--- src/rtl/tt_pkg.sv ---
// Shared definitions for the truth-table sequencer.
//   state_t : sequencer FSM states
//   IDX_W   : vector index width ({x,y})
//   N_VEC   : number of input vectors in the table
//   CNT_W   : settle counter width
//   ERR_W   : mismatch counter width (holds 0..N_VEC)
package tt_pkg;
  typedef enum logic [1:0] {IDLE, DRIVE, SAMPLE, DONE} state_t;

  localparam int IDX_W = 2;
  localparam int N_VEC = 4;
  localparam int CNT_W = 4;
  localparam int ERR_W = 3;
endpackage

--- src/rtl/truth_table_sequencer_settle_timer.sv ---
// settle_timer: counts cycles an input vector has been held.
//   clk     : clock
//   rst     : synchronous reset, active-high
//   clear   : zero the count
//   en      : advance the count; wraps to 0 after reaching SETTLE-1
//   expired : count == SETTLE-1 (last settle cycle of the vector)
// SETTLE legal range 1..15.
module settle_timer
  import tt_pkg::*;
#(
  parameter int SETTLE = 2
) (
  input  logic clk,
  input  logic rst,
  input  logic clear,
  input  logic en,
  output logic expired
);
  localparam logic [CNT_W-1:0] LAST = CNT_W'(SETTLE - 1);

  logic [CNT_W-1:0] cnt;

  assign expired = (cnt == LAST);

  always_ff @(posedge clk) begin
    if (rst || clear) cnt <= '0;
    else if (en)      cnt <= expired ? '0 : cnt + CNT_W'(1);
  end
endmodule

--- src/rtl/truth_table_sequencer.sv ---
// truth_table_sequencer: walks a 2-input unit s = f(x,y) through its truth
// table, captures s per vector and compares against EXPECT.
//   clk     : clock
//   rst     : synchronous reset, active-high (abandons any run)
//   start   : request a run; only looked at in IDLE
//   s_i     : unit output
//   x_o,y_o : unit stimulus; 0 outside DRIVE/SAMPLE
//   busy    : high in DRIVE and SAMPLE
//   done    : one-cycle pulse when a run completes
//   pass    : result of last completed run (err_cnt == 0)
//   table_o : captured s, bit index {x,y}
//   err_cnt : entries differing from EXPECT
module truth_table_sequencer
  import tt_pkg::*;
#(
  parameter int                 SETTLE = 2,
  parameter logic [N_VEC-1:0]   EXPECT = 4'b0010
) (
  input  logic             clk,
  input  logic             rst,
  input  logic             start,
  input  logic             s_i,
  output logic             x_o,
  output logic             y_o,
  output logic             busy,
  output logic             done,
  output logic             pass,
  output logic [N_VEC-1:0] table_o,
  output logic [ERR_W-1:0] err_cnt
);
  localparam logic [IDX_W-1:0] LAST_IDX = IDX_W'(N_VEC - 1);

  state_t           state, state_nxt;
  logic [IDX_W-1:0] idx;
  logic [N_VEC-1:0] tbl;
  logic [ERR_W-1:0] err;
  logic             pass_q;
  logic             expired;

  // Counter is held at zero whenever we are not driving, so every DRIVE
  // phase starts a fresh settle interval.
  settle_timer #(.SETTLE(SETTLE)) u_timer (
    .clk    (clk),
    .rst    (rst),
    .clear  (state != DRIVE),
    .en     (state == DRIVE),
    .expired(expired)
  );

  always_ff @(posedge clk) begin
    if (rst) state <= IDLE;
    else     state <= state_nxt;
  end

  always_comb begin
    state_nxt = state;
    case (state)
      IDLE:    if (start) state_nxt = DRIVE;
      DRIVE:   if (expired) state_nxt = SAMPLE;
      SAMPLE:  state_nxt = (idx == LAST_IDX) ? DONE : DRIVE;
      DONE:    state_nxt = IDLE;
      default: state_nxt = IDLE;
    endcase
  end

  always_ff @(posedge clk) begin
    if (rst) begin
      idx    <= '0;
      tbl    <= '0;
      err    <= '0;
      pass_q <= 1'b0;
    end else begin
      case (state)
        IDLE: if (start) begin
          idx <= '0;
          tbl <= '0;
          err <= '0;
        end
        SAMPLE: begin
          tbl[idx] <= s_i;
          if (s_i != EXPECT[idx]) err <= err + ERR_W'(1);
          if (idx != LAST_IDX) idx <= idx + IDX_W'(1);
        end
        // err already includes the final sample here.
        DONE:    pass_q <= (err == '0);
        default: ;
      endcase
    end
  end

  assign busy    = (state == DRIVE) || (state == SAMPLE);
  assign done    = (state == DONE);
  assign x_o     = busy & idx[1];
  assign y_o     = busy & idx[0];
  assign pass    = pass_q;
  assign table_o = tbl;
  assign err_cnt = err;
endmodule

--- config.mk ---
export PLATFORM = sky130hd
export DESIGN_NAME = truth_table_sequencer
export DESIGN_NICKNAME = d
export VERILOG_FILES = /design/src/rtl/tt_pkg.sv /design/src/rtl/truth_table_sequencer_settle_timer.sv /design/src/rtl/truth_table_sequencer.sv
export SDC_FILE = /design/constraint.sdc
export NUM_CORES = 1
export LEC_CHECK = 0
export CORE_AREA = 3 3 65 61
export DETAILED_ROUTE_END_ITERATION = 12
export DIE_AREA = 0 0 68 64
export PLACE_DENSITY = 0.47
export SYNTH_ARGS = -nofsm -noshare
export SYNTH_HDL_FRONTEND = slang
export SYNTH_SLANG_ARGS = --single-unit
export TNS_END_PERCENT = 50
--- constraint.sdc ---
create_clock -name clk -period 2.3 [get_ports clk]
set_clock_uncertainty 0.05 [all_clocks]
set_input_delay 0.345 -clock clk [delete_from_list [all_inputs] [get_ports clk]]
set_output_delay 0.345 -clock clk [all_outputs]
set_load 0.1 [all_outputs]
== Word level (Yosys, flattened, before mapping) ==
Index checks and enable logic that the tools add are counted.
Operators by class
  add/subtract/negate cells: 3
  bitwise operators: 2
  equality and inequality tests: 12
  reduce and logical (&&, ||, !) cells: 10
  $lt $le $gt $ge: 2
  muxes and demuxes: 18
Operators by type and width (number)
  $mux 2: 5
  $ne 2x2->1 const B: 5
  $mux 4: 2
  $pmux 2 s4: 1
  $pmux 4 s2: 1
  $eq 2x2->1 const B: 3
  $mux 3: 2
  $pmux 3 s2: 1
  $reduce_and 3->1: 2
  $add 4x1->4 const B: 1
  $bwmux 4: 1
  $eq 4x1->1 const B: 1
  $pmux 2 s2: 1
  $reduce_and 2->1: 2
  $add 3x1->3 const B: 1
  $logic_not 3->1: 1
  $lt 2x3->1 const B: 1
  $add 2x1->2 const B: 1
  $and 1x1->1: 2
  $bmux 1 s2: 1
  $demux 1 s2: 1
  $eq 2x1->1 const B: 1
  $ge 2x1->1 const B: 1
  $logic_not 2->1: 1
  other kinds (6): 8
Storage, ports and cells
  logic and storage cells: 53
  register bits after elaboration: 16

== Depth between registers and ports, before layout ==
  depth in word-level cells: 6
  mapped depth: 7

== Cells and area by module ==
From an unflattened synthesis, not the netlist that was laid out.
Second synthesis, totals
  cells, all modules: 117
  area, all modules: 1024.7 µm²
By module, submodules not included
  truth_table_sequencer: times used 1, cells each 97, area an instance 827.0 µm², sequential area each 240.2 µm²
  settle_timer: times used 1, cells each 20, area an instance 197.7 µm², sequential area each 80.1 µm²

== Worst setup path after synthesis ==
Ideal clock, no wire load.
  path type: register to output
  start: register state[0]
  end: output x_o
  setup slack: -0.295 ns
  cell stages (with the launch flop): 4
  buffers on the path: 0
  arrival time: 2.200 ns
  path through: dfxtp_1 inv_1 ha_1 and2_1
On the way
  word-level cells in the longest chain between the ends: 3
  elaborated cells between the ends (all ways): 4
  classes of those cells: eq/ne (2); bitwise (1); reduce/logical (1)
RTL lines
  start, declared: line truth_table_sequencer.sv:33  | state_t state, state_nxt;
  start signal, assigned: line truth_table_sequencer.sv:52  | else state <= state_nxt;
  $eq 2x1->1 or $eq 2x2->1 (tied branches): line truth_table_sequencer.sv:91  | assign busy = (state == DRIVE) || (state == SAMPLE);
  $logic_or 1x1->1 (*): line truth_table_sequencer.sv:91
  via busy: line truth_table_sequencer.sv:25  | output logic busy,
  $and 1x1->1 (*): line truth_table_sequencer.sv:93  | assign x_o = busy & idx[1];
  end, declared: line truth_table_sequencer.sv:23  | output logic x_o,
Mark *: on every way through the listed nets, which the timed path passes. The rest lies on a longest branch.

== Worst setup path in the final report ==
  start: register state[1]
  end: output x_o
On the way
  word-level cells in the longest chain between the ends: 3
  elaborated cells between the ends (all ways): 4
  classes of those cells: eq/ne (2); bitwise (1); reduce/logical (1)
RTL lines (line)
  $eq 2x1->1 or $eq 2x2->1 (tied branches): truth_table_sequencer.sv:91
  $logic_or 1x1->1 (*): truth_table_sequencer.sv:91
  $and 1x1->1 (*): truth_table_sequencer.sv:93
Every way passes the cells marked *; elsewhere a longest branch is shown, timed or not.

==> out/metrics.csv <==
stage,metric,value,unit
finish,Reg area,320,um2
placed_design,hpwl dp,1560,um
route,routed length on met1,1070,um
global_routing,antenna violations before repair,0,
clock_network,TritonCTS Buffers,3,
die,initial core utilization,0.292,
setup_path,crit-path max FO,6,
sta,fmax,519,MHz
route,Final ANT Viol Nets,0,
setup_path,CP Data Arrival Time,1530,ps
global_routing,GRT Resource Usage Total,0.111,
setup_path,Crit Path Class,reg -> out,
finish,Final #Nets,154,
logic_synthesis,Syn Inst Count,116,
global_routing,vias in the first global route,798,
sta,Slew @ Worst Pin,524,ps
logic_synthesis,Yosys top cell by area,dfxtp_1,
logic_synthesis,Netlist cell types,29,
clock_network,CTS resizes,0,
placed_design,placed cell count,175,
finish,number of diodes,0,
setup_path,Setup crit end kind,output pin,
setup_path,worst r2r dst,err_cnt[2],
global_routing,first-pass GRT wire length,3640,um
die,chip height,64,um
logic_synthesis,"Seq/Total Area, Yosys",0.327,
placed_design,GP Congestion,0.803,
route,Top Layer Used,met4,
logic_synthesis,synth warn,0,
clock_network,CTS tree,yes,
finish,synthesis-to-finish area growth,29.4,%
setup_path,Worst EP required,1900,ps
sta,Final Setup Violations,0,
die,full die area,4350,um2
route,WL final,2110,um
sta,Final Hold Viols,0,
setup_path,R2R depth,7,
global_routing,largest net degree at the start of global routing,21,
finish,final core area utilization,0.378,
route,Post-route DRC,0,
setup_path,reg2reg start,idx[1],
route,Initial DRC Count,32,
finish,"most common cell after layout, fill and taps aside",dfxtp_1,
clock_network,"Hold-fix buffers, CTS",0,
route,DR WL/cell,11.8,um
finish,most frequent cells in the layout,"16 x dfxtp_1, 13 x ha_1, 13 x buf_4, 11 x nor2_1, 10 x a21oi_1",
hold_path,worst min path class,reg -> reg,
sta,RSZ-0062 raised after global routing,no,
power,PwrDens,1010,nW/um2
clock_network,Bufs on Longest Clock Path,2,
die,cell row count,20,
setup_path,startpoint types,flip-flop,
clock_network,H-tree depth,1,
logic_synthesis,Synth area leaders,"dfxtp_1 33%, ha_1 18%, a21oi_1 5.1%",
setup_path,"reg-to-reg slack, setup",460,ps
clock_network,clock sinks,16,
clock_network,Clock Latency Late Sink,250,ps
setup_path,crit path from,state[1],
sta,Rel. slew slack,0.649,
route,First-pass DRT Iterations,4,
logic_synthesis,synthesized cell area,978,um2
die,Die Wd,68,um
finish,footprint of the multi-input gates,618,um2
logic_synthesis,Mapped Avg Cell Area,8.43,um2
die,io pins,16,
global_routing,grt ovf,0,
setup_path,CP endpoint,x_o,
finish,share of cells above drive strength 1,0.185,
clock_network,root buf cell,clkbuf_8,
route,WL met3,93,um
finish,# fillers,362,
sta,minimum clock period,1930,ps
route,Vias,822,
placed_design,Port Buf Inserts,15,
sta,final worst path period share,0.837,
clock_network,clk slew on worst S/H paths,60,ps
clock_network,Post-CTS Setup Inserts,0,
outcome,status,"finished, final reports clean",
route,vias per cell,4.59,
finish,Non-Filler Instances,179,
sta,setup TNS,0,ps
power,Leak,0.511,nW
sta,fin. max-slew vios,0,
flow_run,max-cap violations,0,
route,Met2 Routed Length,930,um
power,VDD IR max,0.707,mV
logic_synthesis,Synth Net Count,134,
logic_synthesis,"FF+latch count, synth",16,
die,core area,3350,um2
logic_synthesis,Synth top area share,0.327,
-- critical path, stage by stage (launching register included) --
cell and delay (ps):
dfxtp_1 440, inv_1 120, ha_2 380, and2_2 180, buf_12 170
-- logic make-up after synthesis --
kind of cell	count (synthesis)	synth area share
buffers and inverters	12	0.0460
XOR/XNOR	2	0.0179
flip-flops	16	0.327
AO/OA/AOI/OAI	25	0.150
multiplexers	4	0.0409
AND/OR/NAND/NOR	43	0.239
adder cells (fa/ha/maj)	14	0.179
-- how the worst min path moves through the flow --
stage,from,endpoint,slack [ps],cells after the start
floorplan,rst,state[1],370,1
global placement,pass,pass,410,2
detailed placement,pass,pass,420,2
CTS,pass,pass,430,2
global route,table_o[2],table_o[2],460,2
finish,pass,pass,420,2
-- sequential cells by signal, summed over array words and instances (netlist names) --
signal,flops
err_cnt,3
idx,2
pass,1
state,2
table_o,4
u_timer.cnt,4
-- cell type report --
class / count / area share
inverters: 8 / 0.0237
flip-flops and latches: 16 / 0.253
well taps: 44 / 0.0435
multi-input cells: 88 / 0.488
repair buffers: 19 / 0.148
clock buffers: 4 / 0.0435
-- synthesized netlist by cell type --
library cell / number
dfxtp_1: 16
ha_1: 14
nor2_1: 11
a21oi_1: 10
inv_1: 8
o21ai_0: 7
nor2b_1: 6
nand2_1: 5
clkbuf_1: 4
mux2i_1: 4
nand2b_1: 4
nand3_1: 4
nand4_1: 3
a21o_1: 2
a31oi_1: 2
and2_1: 2
xor2_1: 2
a211oi_1: 1
a21oi_2: 1
a311oi_1: 1
a32oi_1: 1
and3_1: 1
nand3b_1: 1
nand4b_1: 1
nor3_1: 1
nor3b_1: 1
nor4b_1: 1
or2_2: 1
or4b_1: 1
-- routing by layer --
metal | GRT usage | up-vias
met5 | 0 | -
met4 | 0.0447 | 0
met3 | 0.0299 | 2
met2 | 0.167 | 11
met1 | 0.149 | 373
li1 | - | 436
-- through the flow --
step	instance area, um2	total power, mW	worst slack, ps	hold WS, ps
after floorplan	983	0.836	208	367
after global placement	1210	1.03	411	414
after detailed placement	1210	1.04	363	417
after CTS	1270	1.30	360	427
after global routing	1270	1.37	288	462
final	1270	1.28	374	422
-- power breakdown --
| part | internal (mW) | switching (mW) |
|---|---|---|
| registers | 0.309 | 0.0417 |
| clock network | 0.152 | 0.102 |
| logic | 0.251 | 0.424 |
(Power assumes the default switching activity.)
